$ cat src/rtl/alu_arbiter.sv
// Two-requester arbiter in front of a shared 1-cycle registered ALU; routes result/ZF back with tag.
// Define ALU_ARB_FIXED_PRIO_EN for fixed r0 priority (default build: round-robin).
module alu_arbiter #(
  parameter int unsigned TAG_W = 4,
  parameter int unsigned CNT_W = 16
) (
  input  logic             clk,
  input  logic             rst_n,
  input  logic             r0_valid,
  output logic             r0_ready,
  input  logic [31:0]      r0_op1,
  input  logic [31:0]      r0_op2,
  input  logic [4:0]       r0_shamt,
  input  logic [3:0]       r0_alusig,
  input  logic [TAG_W-1:0] r0_tag,
  input  logic             r1_valid,
  output logic             r1_ready,
  input  logic [31:0]      r1_op1,
  input  logic [31:0]      r1_op2,
  input  logic [4:0]       r1_shamt,
  input  logic [3:0]       r1_alusig,
  input  logic [TAG_W-1:0] r1_tag,
  input  logic             flush,
  output logic [31:0]      alu_op1,
  output logic [31:0]      alu_op2,
  output logic [4:0]       alu_shamt,
  output logic [3:0]       alu_signal,
  input  logic [31:0]      alu_result,
  input  logic             alu_zf,
  output logic             rsp_valid,
  output logic             rsp_id,
  output logic [TAG_W-1:0] rsp_tag,
  output logic [31:0]      rsp_result,
  output logic             rsp_zf,
  output logic             rsp_err,
  output logic [CNT_W-1:0] grant_cnt0,
  output logic [CNT_W-1:0] grant_cnt1
);

  logic             rr_ptr;
  logic             gnt0, gnt1, accept, illegal;
  logic [31:0]      sel_op1, sel_op2;
  logic [4:0]       sel_shamt;
  logic [3:0]       sel_sig;
  logic [TAG_W-1:0] sel_tag;
  logic             rsp_valid_q;

  always_comb begin
    gnt0 = 1'b0;
    gnt1 = 1'b0;
    if (rst_n) begin
      if (r0_valid && r1_valid) begin
`ifdef ALU_ARB_FIXED_PRIO_EN
        gnt0 = 1'b1;
`else
        gnt0 = ~rr_ptr;
        gnt1 = rr_ptr;
`endif
      end else begin
        gnt0 = r0_valid;
        gnt1 = r1_valid;
      end
    end
    accept    = gnt0 | gnt1;
    sel_op1   = gnt1 ? r1_op1    : r0_op1;
    sel_op2   = gnt1 ? r1_op2    : r0_op2;
    sel_shamt = gnt1 ? r1_shamt  : r0_shamt;
    sel_sig   = gnt1 ? r1_alusig : r0_alusig;
    sel_tag   = gnt1 ? r1_tag    : r0_tag;
    illegal   = accept && (sel_sig > 4'd8);
  end

  assign r0_ready   = gnt0;
  assign r1_ready   = gnt1;
  assign alu_op1    = accept ? sel_op1   : '0;
  assign alu_op2    = accept ? sel_op2   : '0;
  assign alu_shamt  = accept ? sel_shamt : '0;
  // Illegal codes issue as add so the ALU output is always fresh for this response.
  assign alu_signal = (accept && !illegal) ? sel_sig : '0;

  always_ff @(posedge clk) begin
    if (!rst_n) begin
      rsp_valid_q <= 1'b0;
      rsp_id      <= 1'b0;
      rsp_tag     <= '0;
      rsp_err     <= 1'b0;
      rr_ptr      <= 1'b0;
      grant_cnt0  <= '0;
      grant_cnt1  <= '0;
    end else begin
      rsp_valid_q <= accept & ~flush;
      if (accept) begin
        rsp_id  <= gnt1;
        rsp_tag <= sel_tag;
        rsp_err <= illegal;
      end
      if (gnt0 && grant_cnt0 != '1) grant_cnt0 <= grant_cnt0 + 1'b1;
      if (gnt1 && grant_cnt1 != '1) grant_cnt1 <= grant_cnt1 + 1'b1;
`ifdef ALU_ARB_FIXED_PRIO_EN
      rr_ptr <= 1'b0;
`else
      if (accept && (gnt1 == rr_ptr)) rr_ptr <= ~gnt1;
`endif
    end
  end

  // Reset asserted in the response cycle drops the in-flight response.
  assign rsp_valid  = rsp_valid_q & rst_n;
  assign rsp_result = alu_result;
  assign rsp_zf     = alu_zf;

endmodule
$ cat config.mk
export PLATFORM = sky130hd
export DESIGN_NAME = alu_arbiter
export DESIGN_NICKNAME = d
export VERILOG_FILES = /design/src/rtl/alu_arbiter.sv
export SDC_FILE = /design/constraint.sdc
export NUM_CORES = 1
export LEC_CHECK = 0
export CORE_AREA = 8 8 124 126
export DETAILED_ROUTE_END_ITERATION = 10
export DIE_AREA = 0 0 132 134
export MAX_ROUTING_LAYER = met4
export PLACE_DENSITY = 0.8
export SKIP_CTS_REPAIR_TIMING = 1
export SLEW_MARGIN = 20
export SYNTH_ARGS = -nofsm -noshare
export SYNTH_HDL_FRONTEND = slang
export SYNTH_SLANG_ARGS = --single-unit
$ cat constraint.sdc
create_clock -name clk -period 1.75 [get_ports clk]
set_input_delay 0.35 -clock clk [delete_from_list [all_inputs] [get_ports clk]]
set_output_delay 0.35 -clock clk [all_outputs]
set_load 0.01 [all_outputs]
Word-level counts from Yosys, hierarchy flattened. Index checks and enable logic that the tools add are counted.

$add $sub $neg: 2. Magnitude comparators: 1. Eq/ne operators: 3. Muxes and demuxes: 13. Bitwise operators: 6. Reductions and logical operators: 7.

Operator list (number): two-way mux 32 bit (4); adder 16 x 1 -> 16 bit (second input constant) (2); != test 16 bit (second input constant) (2); two-way mux 4 bit (3); two-way mux 5 bit (2); logical AND 1 bit (6); greater-than comparator 4 bit (second input constant) (1); two-way mux 1 bit (4); NOT 1 bit (3); bitwise AND 1 bit (2); == test 1 bit (1); zero test 1 bit (1); bitwise OR 1 bit (1).

Bits in registers: 40. Output and inout bits: 147. Logic and storage cells: 39.

Depth between registers and ports, before layout.
Depth after elaboration: 9. Depth in mapped cells: 7.

Worst setup path before layout. OpenSTA, ideal clock, no wires.

Kind: input to output. Start point: in rst_n. End point: out alu_op1[28]. Arrival: 1.360 ns. Path slack: 0.040 ns. Stages: 7. Cell sequence: and2_1 -> buf_2 -> nand2_2 -> inv_2 -> buf_4 -> buf_2 -> a22o_1.

Cells in the longest elaborated chain, start to end: 3. Elaborated cells between the ends (all ways): 5. Those cells by class: mux: 4; bitwise: 1.

RTL lines: start: declaration (RTL line 8) `input logic rst_n,`; two-way mux 1 bit (RTL line 51) `if (rst_n) begin`; two-way mux 32 bit / bitwise OR 1 bit (equally long branches) (RTL line 65, 64); two-way mux 32 bit (*) (RTL line 75) `assign alu_op1 = accept ? sel_op1 : '0;`; end: declaration (RTL line 24) `output logic [31:0] alu_op1,`.

Every way passes the cells marked *; elsewhere a longest branch is shown, timed or not.

Worst setup path after layout.
Start point: reg rr_ptr. End point: out alu_op2[0].

Cells in the longest elaborated chain, start to end: 5. Elaborated cells between the ends (all ways): 8. Those cells by class: mux: 6; bitwise: 2.

RTL lines: start: declaration (RTL line 40) `logic rr_ptr;`; start signal: assignment (RTL line 102) `if (accept && (gnt1 == rr_ptr)) rr_ptr <= ~gnt1;`; NOT 1 bit (RTL line 56) `gnt0 = ~rr_ptr;`; two-way mux 1 bit (RTL line 52) `if (r0_valid && r1_valid) begin`; two-way mux 1 bit (RTL line 51); bitwise OR 1 bit (RTL line 64) `accept = gnt0 | gnt1;`; two-way mux 32 bit (*) (RTL line 76) `assign alu_op2 = accept ? sel_op2 : '0;`; end: declaration (RTL line 25) `output logic [31:0] alu_op2,`.

Marks and branches as above.

==> results.md <==
* Clock root buffer master: clkbuf_16
* Final period utilization at 1.153
* DRC at 0
* FMAX at roughly 0.50 GHz
* Worst clock skew at 0.003234 ns
* Routability cong. at 0.9182
* Failing checks: negative setup slack
* Slowest stage delay, CP at between 0.3 and 0.4 ns
* Initial DRC count at ~200
* Vias per inst at 4.879
* DIE HEIGHT at 134 um
* Area Growth Syn to Fin at 111.2%
* First-pass GRT wire length at 25100 um
* PortBufs at 272
* Least-Margin Pin Slew at 0.3765 ns
* Async S/R FF share, synth at 0
* Synth Register Bits at 40
* Num rows at 43
* Mean Syn Cell Area at 8.230 sq um
* Status: finished, violations left
* Post-Syn Area at 3062 sq um
* Crit Path Max Fanout at 8
* I/O pin cnt at 339
* Vias in the first global route at 4075
* RSZ-0062 raised after global routing: true
* Die W at 132 um
* Minimum clock period at 2.018 ns
* Die area at 17690 sq um
* GR Util met1 at 0.2113
* Starting Density at 0.2267
* Non-filler cells, final at 848
* Placed cell count at between 800 and 900
* Hold violation total from the final report at 0
* Worst vdd ir at around 0.31 mV
* Post-DRT Antenna Nets at 0
* Bufs and invs on worst path at 5
* CTS Buf Count at 5
* Most used routing layer: met2
* Clock Path Buffers at 2
* Max Cap Viol at 0
* Core Area at between 10000 and 15000 sq um
* Pleak at 2.760 nW
* Synthesized Nets at 566
* Setup violators final at 73
* Area of the multi-input gates at 1941 sq um
* Final nets at 858
* Worst path most repeated cell: buf_6
* DR WL/cell at roughly 22 um
* Max_slew headroom at 0.7490
* Sink Count at 40
* CTS tree: built
* Clock slew seen by the registers of the worst setup and hold paths at 0.06 ns
* DP Wirelength at 14800 um
* DR pass1 iterations at 4
* Setup crit end kind: output port
* Sequential-to-total area share from yosys stat at 0.2615
* Crit start category: flop
* Post-synth EDFFs at 0
* Fin worst setup slack at -0.2684 ns
* Power per cell area at 463.0 nW/um^2
* Total GRT Usage at 0.1875
* Largest net degree at the start of global routing at 38
* Worst path required time at approximately 1.4 ns
* Primary FF master, synth: dfxtp_1
* FF/Latch Area at about 800 sq um
* Cell variety after synth at 44
* WP data arrival at 1.67 ns
* Skew-Pair Late Insertion Delay at 0.28 ns
* Synthesized instance count at 372
* Met3 global-route usage at 0.07218
* Share of layout cells above drive strength 1 at 0.2711
* Fill cell count at 1266
* Setup CP Type: reg -> out
* Grt met2 use at 0.3051
* Initial antenna violation count at 4
* Total global routing overflow at 0
* Total wire length at 18360 um
* H-tree levels at 2
* Min-delay worst type: reg -> reg
* Yosys warns at 0
* Final instance area at 6466 sq um
* Critical Path Slowest Stage Cell: dfxtp_2
* Fin. max-slew vios at 0
* Critical path's top delay family: buffers and inverters
* Crit path cell chain: nand2b_4, nand2_4, inv_6, buf_6, buf_6, clkbuf_16, a22o_1, buf_2
* DP Area at 6116 sq um
* DR vias at 4137
cell usage in the layout, fill, tap and decap left out, types with 5 or more instances in the layout:
cell	instances
clkdlybuf4s50_1	187
a22o_1	65
buf_2	47
nand2_1	45
buf_4	44
dfxtp_1	38
buf_6	26
mux2i_1	19
a21oi_1	13
nand2b_1	12
clkbuf_16	12
clkbuf_2	12
nand4_1	10
dlymetal6s2s_1	10
buf_12	10
nor2_1	9
nand3_1	7
nor4_1	7
a211oi_1	6
inv_1	6
nor3_1	6
or4_1	5
and3_1	5
a311oi_1	5
o31ai_1	5
cell type report:
class                   count  area share
well taps                 180     0.03483
repair buffers            344      0.5112
clock inverters             1   0.0007740
flip-flops and latches     40      0.1242
inverters                   8    0.007353
multi-input cells         265      0.3001
diodes                      4    0.001548
clock buffers               6     0.01993
through the flow:
step	hold WS [ns]	TNS [ns]	worst slack, ns	power [mW]	utilization
2_1_floorplan	0.4268	0	0.04026	1.369	-
3_3_place_gp	0.4489	-73.01	-0.9271	2.088	0.4529
3_5_place_dp	0.4759	-77.58	-1.004	2.094	0.4529
4_1_cts	0.4829	-69.90	-1.012	2.984	0.4628
5_1_grt	0.4829	-18.03	-0.2963	3.137	0.4786
6_report	0.4723	-15.06	-0.2684	2.994	0.4788
final timing paths:
path / start / endpoint / slack, ns / depth (start not counted)
min: rsp_id / rsp_id / 0.47 / 2
max reg2reg: grant_cnt1[0] / grant_cnt1[12] / 0.19 / 4
max: rr_ptr / alu_op2[0] / -0.27 / 8
min reg2reg: rsp_id / rsp_id / 0.47 / 2
cells in the mapped netlist, drive strengths merged, types with 7 or more instances:
cell type,number,area [sq um]
a22o,69,604.3
nand2,50,200.2
nor3,7,40.04
mux2i,19,190.2
buf,52,345.3
nand3,7,35.03
dfxtp,40,800.8
a21oi,15,75.07
o31ai,7,52.55
clkbuf,7,26.28
nand2b,13,81.33
nand4,12,105.1
inv,8,30.03
nor4,8,56.30
nor2,9,33.78
registers in the layout, summed over array words and instances (netlist names):
register,flops
rsp_tag,4
rsp_valid_q,1
grant_cnt1,16
rsp_err,1
grant_cnt0,16
rsp_id,1
rr_ptr,1
worst reg2reg max path, delay by kind of cell (launching register included):
kind,cells,cell delay (ns)
simple gates,2,0.68
flops,1,0.39
fa+ha+maj,1,0.26
compound gates,1,0.16
report_power, final:
| group | total [mW] | internal [mW] | switching [mW] |
|---|---|---|---|
| clock network | 0.877 | 0.519 | 0.358 |
| logic | 1.16 | 0.718 | 0.444 |
| registers | 0.955 | 0.936 | 0.0197 |
| total | 2.99 | 2.17 | 0.822 |
per-layer routing:
layer,routed length [um],part of all wire,up-vias
met1,7416,0.40,1933
li1,-,-,1980
met5,0,0,-
met2,8803,0.48,180
met4,408,0.022,0
met3,1734,0.094,44
logic make-up (layout without fill, tap and decap cells):
| logic type | Yosys count | after routing | share of synthesized area |
|---|---|---|---|
| compound gates | 114 | 114 | 0.2991 |
| buf+inv | 67 | 359 | 0.1312 |
| other cells | 0 | 4 | 0 |
| fa+ha+maj | 2 | 2 | 0.008172 |
| flops | 40 | 40 | 0.2615 |
| simple gates | 130 | 130 | 0.2378 |
| mux | 19 | 19 | 0.06212 |
Note: power is estimated with default switching activity, not from simulation.
